$ cat config.mk
export PLATFORM = sky130hd
export DESIGN_NAME = ps2_host_tx
export DESIGN_NICKNAME = d
export VERILOG_FILES = /design/src/rtl/ps2_pkg.sv /design/src/rtl/ps2_sync_edge.sv /design/src/rtl/ps2_host_tx.sv
export SDC_FILE = /design/constraint.sdc
export NUM_CORES = 1
export LEC_CHECK = 0
export BUFFER_PORTS_ARGS = -buffer_cell sky130_fd_sc_hd__buf_2
export CELL_PAD_IN_SITES_DETAIL_PLACEMENT = 0
export CELL_PAD_IN_SITES_GLOBAL_PLACEMENT = 1
export CORE_MARGIN = 4
export CORE_UTILIZATION = 40
export DETAILED_ROUTE_END_ITERATION = 8
export PLACE_DENSITY_LB_ADDON = 0.25
export SLEW_MARGIN = 20
export SYNTH_ARGS = -nofsm -noshare
export SYNTH_HDL_FRONTEND = slang
export SYNTH_SLANG_ARGS = --single-unit
$ cat constraint.sdc
create_clock -name i_clk -period 3.16 [get_ports i_clk]
set_clock_uncertainty 0.2 [all_clocks]
set_input_delay 0.158 -clock i_clk [delete_from_list [all_inputs] [get_ports i_clk]]
set_output_delay 0.158 -clock i_clk [all_outputs]
set_load 0.01 [all_outputs]
$ cat src/rtl/ps2_pkg.sv
// Shared PS/2 definitions: host transmitter FSM states, command/response
// bytes and the frame builder (8 data bits plus odd parity).
package ps2_pkg;

    typedef enum logic [2:0] {
        IDLE,
        INHIBIT,
        REQ,
        SHIFT,
        ACK,
        WAIT_IDLE,
        ERR
    } ps2_state_t;

    localparam logic [7:0] PS2_CMD_SET_LEDS = 8'hED;
    localparam logic [7:0] PS2_CMD_RESET    = 8'hFF;
    localparam logic [7:0] PS2_RESP_ACK     = 8'hFA;
    localparam logic [7:0] PS2_RESP_RESEND  = 8'hFE;

    function automatic logic [8:0] ps2_frame(input logic [7:0] d);
        return {~^d, d};
    endfunction

endpackage

$ cat src/rtl/ps2_sync_edge.sv
// Two-flop synchronizer for a raw PS/2 line with a falling-edge pulse.
// Resets to the idle-high level so reset never fakes an edge.
module ps2_sync_edge (
    input  logic i_clk,
    input  logic i_rst,
    input  logic i_line,
    output logic o_sync,
    output logic o_fall
);

    logic r_s1;
    logic r_s2;
    logic r_prev;

    always_ff @(posedge i_clk) begin
        if (i_rst) begin
            r_s1   <= 1'b1;
            r_s2   <= 1'b1;
            r_prev <= 1'b1;
        end else begin
            r_s1   <= i_line;
            r_s2   <= r_s1;
            r_prev <= r_s2;
        end
    end

    assign o_sync = r_s2;
    assign o_fall = r_prev & ~r_s2;

endmodule

$ cat src/rtl/ps2_host_tx.sv
// PS/2 host-to-device command transmitter with open-drain line enables.
// Define PS2TX_RETRY_EN to retry failed frames up to RETRY_MAX times.
module ps2_host_tx
    import ps2_pkg::*;
#(
    parameter int unsigned INHIBIT_CYCLES = 12000,
    parameter int unsigned REQ_CYCLES     = 16,
    parameter int unsigned TIMEOUT_CYCLES = 2000000,
    parameter int unsigned RETRY_MAX      = 2
) (
    input  logic       i_clk,
    input  logic       i_rst,
    input  logic [7:0] i_tx_data,
    input  logic       i_tx_valid,
    output logic       o_tx_ready,
    output logic       o_busy,
    output logic       o_done,
    output logic       o_err,
    input  logic       i_ps2_clk_in,
    input  logic       i_ps2_data_in,
    output logic       o_ps2_clk_oe,
    output logic       o_ps2_data_oe
);

    localparam int unsigned M1 =
        (INHIBIT_CYCLES > REQ_CYCLES) ? INHIBIT_CYCLES : REQ_CYCLES;
    localparam int unsigned CNT_MAX =
        (M1 > TIMEOUT_CYCLES) ? M1 : TIMEOUT_CYCLES;
    localparam int unsigned CW = $clog2(CNT_MAX + 1);

    ps2_state_t r_state, w_state;
    logic [CW-1:0] r_cnt, w_cnt;
    logic [3:0]    r_idx, w_idx;
    logic [8:0]    r_frame, w_frame;
    logic          r_clk_oe, w_clk_oe;
    logic          r_data_oe, w_data_oe;
    logic          r_done, w_done;
    logic          w_fail;
    logic          w_timeout;
    logic          w_sclk, w_sdata, w_fall;

`ifdef PS2TX_RETRY_EN
    localparam int unsigned RW = $clog2(RETRY_MAX + 2);
    logic [RW-1:0] r_retry, w_retry;
`endif

    ps2_sync_edge u_clk_sync (
        .i_clk  (i_clk),
        .i_rst  (i_rst),
        .i_line (i_ps2_clk_in),
        .o_sync (w_sclk),
        .o_fall (w_fall)
    );

    ps2_sync_edge u_data_sync (
        .i_clk  (i_clk),
        .i_rst  (i_rst),
        .i_line (i_ps2_data_in),
        .o_sync (w_sdata),
        .o_fall ()
    );

    assign w_timeout = (r_cnt == CW'(TIMEOUT_CYCLES - 1));

    always_comb begin
        w_state   = r_state;
        w_cnt     = r_cnt;
        w_idx     = r_idx;
        w_frame   = r_frame;
        w_clk_oe  = r_clk_oe;
        w_data_oe = r_data_oe;
        w_done    = 1'b0;
        w_fail    = 1'b0;
`ifdef PS2TX_RETRY_EN
        w_retry   = r_retry;
`endif
        unique case (r_state)
            IDLE: begin
                if (i_tx_valid) begin
                    w_state   = INHIBIT;
                    w_frame   = ps2_frame(i_tx_data);
                    w_cnt     = '0;
                    w_clk_oe  = 1'b1;
                    w_data_oe = 1'b0;
`ifdef PS2TX_RETRY_EN
                    w_retry   = '0;
`endif
                end
            end
            INHIBIT: begin
                if (r_cnt == CW'(INHIBIT_CYCLES - 1)) begin
                    w_state   = REQ;
                    w_cnt     = '0;
                    w_data_oe = 1'b1;
                end else begin
                    w_cnt = r_cnt + 1'b1;
                end
            end
            REQ: begin
                if (r_cnt == CW'(REQ_CYCLES - 1)) begin
                    w_state  = SHIFT;
                    w_cnt    = '0;
                    w_idx    = '0;
                    w_clk_oe = 1'b0;
                end else begin
                    w_cnt = r_cnt + 1'b1;
                end
            end
            SHIFT: begin
                w_cnt = r_cnt + 1'b1;
                if (w_timeout) begin
                    w_fail = 1'b1;
                end else if (w_fall) begin
                    if (r_idx == 4'd9) begin
                        w_data_oe = 1'b0;
                        w_state   = ACK;
                    end else begin
                        w_data_oe = ~r_frame[r_idx];
                        w_idx     = r_idx + 1'b1;
                    end
                end
            end
            ACK: begin
                w_cnt = r_cnt + 1'b1;
                if (w_timeout) begin
                    w_fail = 1'b1;
                end else if (w_fall) begin
                    if (!w_sdata) w_state = WAIT_IDLE;
                    else          w_fail  = 1'b1;
                end
            end
            WAIT_IDLE: begin
                w_cnt = r_cnt + 1'b1;
                if (w_timeout) begin
                    w_fail = 1'b1;
                end else if (w_sclk && w_sdata) begin
                    w_state = IDLE;
                    w_done  = 1'b1;
                end
            end
            ERR: begin
                w_state = IDLE;
            end
            default: begin
                w_state = IDLE;
            end
        endcase

        // Any failure lets go of both lines before deciding what comes next.
        if (w_fail) begin
            w_clk_oe  = 1'b0;
            w_data_oe = 1'b0;
            w_state   = ERR;
`ifdef PS2TX_RETRY_EN
            if (r_retry < RW'(RETRY_MAX)) begin
                w_state  = INHIBIT;
                w_cnt    = '0;
                w_clk_oe = 1'b1;
                w_retry  = r_retry + 1'b1;
            end
`endif
        end
    end

    always_ff @(posedge i_clk) begin
        if (i_rst) begin
            r_state   <= IDLE;
            r_cnt     <= '0;
            r_idx     <= '0;
            r_frame   <= '0;
            r_clk_oe  <= 1'b0;
            r_data_oe <= 1'b0;
            r_done    <= 1'b0;
`ifdef PS2TX_RETRY_EN
            r_retry   <= '0;
`endif
        end else begin
            r_state   <= w_state;
            r_cnt     <= w_cnt;
            r_idx     <= w_idx;
            r_frame   <= w_frame;
            r_clk_oe  <= w_clk_oe;
            r_data_oe <= w_data_oe;
            r_done    <= w_done;
`ifdef PS2TX_RETRY_EN
            r_retry   <= w_retry;
`endif
        end
    end

    assign o_tx_ready    = (r_state == IDLE);
    assign o_busy        = (r_state != IDLE);
    assign o_done        = r_done;
    assign o_err         = (r_state == ERR);
    assign o_ps2_clk_oe  = r_clk_oe;
    assign o_ps2_data_oe = r_data_oe;

endmodule

---- Word level (Yosys, flattened, before mapping) ----
Index checks and enable logic that the tools add are counted.
word-level totals
  flip-flop bits (word level) ............. 45
  bits in latches ......................... 0
  memory bits (writable) .................. 0
  memory bits (read-only) ................. 0
  output and inout bits ................... 6
  word-level logic and storage cells ...... 111
  memories ................................ 0
operators by class
  $add $sub $neg .......................... 2
  multipliers ............................. 0
  div/mod/pow operators ................... 0
  magnitude comparators ................... 1
  equality and inequality tests ........... 33
  shift operators ......................... 0
  muxes and demuxes ....................... 39
  bitwise logic cells ..................... 4
  reductions and logical operators ........ 19
operators by type and width
  cell                   count
  $pmux 21 s4            1
  $mux 21                3
  $mux 3                 12
  $ne 3x3->1 const B     8
  $reduce_and 11->1      2
  $add 21x1->21 const B  1
  $eq 21x14->1 const B   1
  $eq 21x21->1 const B   1
  $eq 21x4->1 const B    1
  $ne 2x2->1 const B     10
  $pmux 3 s6             1
  $mux 4                 4
  $mux 1                 13
  $reduce_and 5->1       2
  $eq 3x3->1 const B     3
  $ne 3x2->1 const B     3
  $pmux 4 s2             1
  $reduce_xnor 8->1      1
  $eq 3x2->1 const B     2
  $reduce_bool 3->1      2
  $reduce_or 3->1        2
  $lt 4x5->1 const B     1
  $add 4x1->4 const B    1
  $bmux 1 s4             1
  other kinds (14)       21

---- Longest topological paths before layout ----
  depth after elaboration ................. 7
  gate-level depth with buffers ........... 8
  gate-level depth less buffers ........... 8

---- Cells and area by module ----
From an unflattened synthesis, not the netlist that was laid out.
unflattened totals
  cell total of the unflattened synthesis .. 285
  area total of the unflattened synthesis .. 2,366.0 µm²
by module, submodules not included
  module         times used  cells an instance  area an instance (µm²)
  ps2_host_tx    1           271                2,195.9
  ps2_sync_edge  2           7                  85.1

---- Least setup slack after synthesis ----
OpenSTA, ideal clock, no wires.
  path kind ............................... reg-to-reg
  from .................................... register r_cnt[0]
  to ...................................... register r_data_oe (netlist: o_ps2_data_oe)
  library setup time ...................... 132 ps
  arrival ................................. 1,753 ps
  slack ................................... 1,075 ps
  cell stages (with the launch flop) ...... 8
  period minus slack after synthesis ...... 2,085 ps
  cell sequence ........................... dfxtp_1 -> ha_1 -> nand3_1 -> or4_1 -> o21ba_2 -> nand2_1 -> mux2i_1 -> nor3_1
between the ends
  cells in the longest elaborated chain, start to end .. 4
  elaborated cells between the ends (all ways) .. 9
  classes of those cells .................. eq/ne: 4; mux: 3; reduce/logical: 2
RTL lines
  element                           line                                                        source
  from (decl)                       ps2_host_tx.sv:32                                           logic [CW-1:0] r_cnt, w_cnt;
  from (signal assigned)            ps2_host_tx.sv:179                                          r_cnt <= w_cnt;
  $eq 21x21->1                      ps2_host_tx.sv:63                                           assign w_timeout = (r_cnt == CW'(TIMEOUT_CYCLES - 1));
  $mux 1, on equally long branches  ps2_host_tx.sv:111, ps2_host_tx.sv:134, ps2_host_tx.sv:125
  $pmux 1 s2                        ps2_host_tx.sv:77                                           unique case (r_state)
  $reduce_or 2->1 (no line)         -
  to (signal assigned)              ps2_host_tx.sv:183                                          r_data_oe <= w_data_oe;
  to (decl)                         ps2_host_tx.sv:36                                           logic r_data_oe, w_data_oe;
Several ways; a longest one is shown, not always the timed one.
A chain may end at the register's enable or synchronous reset.

---- Worst setup path after layout ----
  from .................................... register r_state[1]
  to ...................................... register r_cnt[19]
between the ends
  cells in the longest elaborated chain, start to end .. 4
  elaborated cells between the ends (all ways) .. 11
  classes of those cells .................. eq/ne: 6; mux: 1; reduce/logical: 4
RTL lines
  element                                   line                source
  from (decl)                               ps2_host_tx.sv:31   ps2_state_t r_state, w_state;
  from (signal assigned)                    ps2_host_tx.sv:178  r_state <= w_state;
  $eq 3x3->1 or $eq 3x2->1 (tied branches)  ps2_host_tx.sv:77
  $reduce_or 3->1 (no line)                 -
  $reduce_bool 4->1 (no line)               -
  $reduce_and 2->1 (no line)                -
Several ways; a longest one is shown, not always the timed one.

==> results.md <==
* Critical Path, Cell by Cell: and2_0 -> nor4_4 -> and2_1 -> nand3_1 -> and3_1 -> a221o_1
* Slew Limit Fails at 0
* Total CTS buffers at 5
* Pin slew with the least headroom to its limit at 0.610 ns
* Number of antenna violations at the first check in global routing at 0
* Final worst-path cycle share at 0.784
* Worst path max stage delay at 0.47 ns
* Boundary Pins at 19
* Asr flop ratio synth at 0
* Unrepaired setup endpoints after global routing: no
* P per Cell Area at 478 mW/mm2
* CP max stage cell: nor4_4
* Port bufs at 18
* R2R cell count at 6
* Post-DP HPWL at 3.84 mm
* Largest net degree at the start of global routing at 27
* Final hold violation count at 0
* RR Startpoint: r_state[1]
* Routability cong. at 0.817
* Slew headroom at 0.590
* Area growth from synthesis to layout at 13.1%
* Leakage at 0.000981 uW
* Synth Area in Adders at 0.0158
* Std-Cell Rows at 27
* Post-synthesis xor/xnor area fraction at 0.0924
* Yosys reg bits at 45
* Clk_lat worst skew at 0.30 ns
* GRT Util Overall at 0.159
* Met2 usage at 0.253
* Worst Min Path Start: i_tx_valid
* Post-Syn Nets at 301
* DRC marker count from the first detailed-route iteration at 111
* First-pass GRT wire length at 9.29 mm
* Synth top area cells: dfxtp_1, nand2_1, nor2_1
* Cell taking the most area after synthesis: dfxtp_1
* Reg2Reg Setup Slack at 0.68 ns
* Largest family of logic cells by synthesized area: simple AND/OR/NAND/NOR gates
* Post-synthesis compound-gate area fraction at 0.105
* Worst setup EP type: flip-flop
* CP startpoint kind: flip-flop
* Vias at 1993
* Overflow after GRT at 0
* Post-Syn Area at 0.00237 mm2
* Post-Synth Simple-Gate Area at 0.338
* Fin crit period at 2.48 ns
* Top post-synthesis cells by count: dfxtp_1, nand2_1, nor2_1
* WP data required at 3.15 ns
* GRT met1 Usage at 0.214
* Die Height at 85.0 um
* Worst r2r dst: r_cnt[19]
* Multiplexer area fraction after synthesis at 0.0401
* Drt first pass iters at 4
* Outcome: finished, final reports clean
* CTS clk-pin slew, worst paths at 0.09 ns
* Inserted Diodes at 0
* Synth Warn # at 0
* WL/cell at 14.2 um
* Critical path type: flip-flop to flip-flop
* Die width at 85.0 um
* Final ANT Viol Nets at 0
* Maximum vdd drop at 0.000274 V
* Worst Hold Endpoint: r_cnt[1]
* CTS tree: yes
* Layer with the highest usage: met2
* Initial Util at 0.422
* Synth Flop Type: dfxtp_1
* CTS Sinks at 45
* Post-synth EDFFs at 0
* Synth Area per Inst at 8.31 um2
* Number of global-route vias before repair at 1918
* Die area at 0.00722 mm2
* Count leader, synth: dfxtp_1
* M3 GR Usage at 0.0340
* Hold path depth at 4
* Setup violators final at 0
* Routed wire length at 5.39 mm
* Layout cell share with drive strength beyond 1 at 0.143
* Synth Instances at 285
* Distinct cell type count after synthesis at 50
* Post-route DRC at 0
* CP top delay family: simple AND/OR/NAND/NOR gates
* Post_cts resized at 0
* TNS Setup at 0 ns
* Sequential fraction of the synthesis area at 0.380
* Worst-path fanout max at 13
* Max_cap viols at 0
* Nets at 324
* CP bufs+invs at 0
* H-tree Lvls at 2
* Worst path arrival time at 2.46 ns
* Clock Tree Root: clkbuf_8
* Peak Freq at 404 MHz
* Core ar. at 0.00561 mm2
* Deepest clock path buffer count at 2
* DR vias/cell at 5.24
* Min-delay worst type: input port to flip-flop
* Synth top area share at 0.380
* Min Hold Slack at 0.105 ns
-- power by group --
part	switching [uW]	total (uW)	internal (uW)
Clock	192	366	174
Sequential	38.6	640	601
Combinational	162	274	111
-- kinds of logic after synthesis --
group / count (synthesis)
buffers and inverters: 15
and+or+nand+nor: 151
AOI/OAI and AO/OA: 39
DFF: 45
muxes: 7
xor gates and xnor gates: 25
adders and majority gates: 3
-- final cells by class --
| cell class | count | area [um2] |
|---|---|---|
| fill | 592 | 2930 |
| multi-input combinational | 225 | 1400 |
| sequential | 45 | 901 |
| timing repair buffer | 28 | 190 |
| tap | 72 | 90.1 |
| clock buffer | 7 | 86.3 |
| inverter | 3 | 11.3 |
-- placed cells by master (no fill, tap or decap), drive strengths merged, types with 9 or more instances in the layout --
master,count
a21oi,17
buf,18
dfxtp,45
dlygate4sd3,10
nand2,44
nand3,14
nor2,36
o21ai,9
xnor2,12
xor2,13
-- worst register-to-register path: stages, from the launching register on --
cell and delay [ns]:
dfxtp_1 0.44, and2_0 0.37, nor4_4 0.47, and2_1 0.30
nand3_1 0.13, and3_1 0.20, a221o_1 0.24
-- per-stage QoR --
step           instances  power, uW   util  area (um2)  setup WS [ns]
6_report             380       1280  0.478        2680          0.683
2_1_floorplan        285        851      -        2370           1.07
3_3_place_gp         363        912  0.444        2490          0.699
4_1_cts              380       1300  0.478        2680          0.682
3_5_place_dp         363        918  0.444        2490          0.694
5_1_grt              380       1350  0.478        2680          0.505
-- sequential cells by signal (all words and copies together), names as in the netlist --
register,cells
u_clk_sync.r_prev,1
o_done,1
r_state,3
u_clk_sync.o_sync,1
o_ps2_data_oe,1
r_frame,9
u_data_sync.r_s1,1
r_cnt,21
r_idx,4
u_data_sync.o_sync,1
o_ps2_clk_oe,1
u_clk_sync.r_s1,1
-- how the worst max path moves through the flow --
stage / start / end / slack [ns] / cells after the start
final: r_state[1] / r_cnt[19] / 0.68 / 6
after global routing: r_state[1] / r_cnt[19] / 0.50 / 6
after CTS: r_cnt[0] / r_state[0] / 0.68 / 7
after detailed placement: r_cnt[0] / r_state[0] / 0.69 / 7
after global placement: r_cnt[0] / r_state[0] / 0.70 / 7
after floorplan: r_cnt[0] / o_ps2_data_oe / 1.07 / 7
-- layer usage --
layer,vias up,part of all wire
met5,-,0
met4,0,0.013
met3,5,0.035
met2,30,0.44
met1,920,0.51
li1,1038,-
-- timing repair --
item / in CTS / in global routing
buffers inserted: 0 / 0
hold endpoints to repair: 10 / 0
hold buffers: 10 / 0
Note: power is estimated with default switching activity, not from simulation.
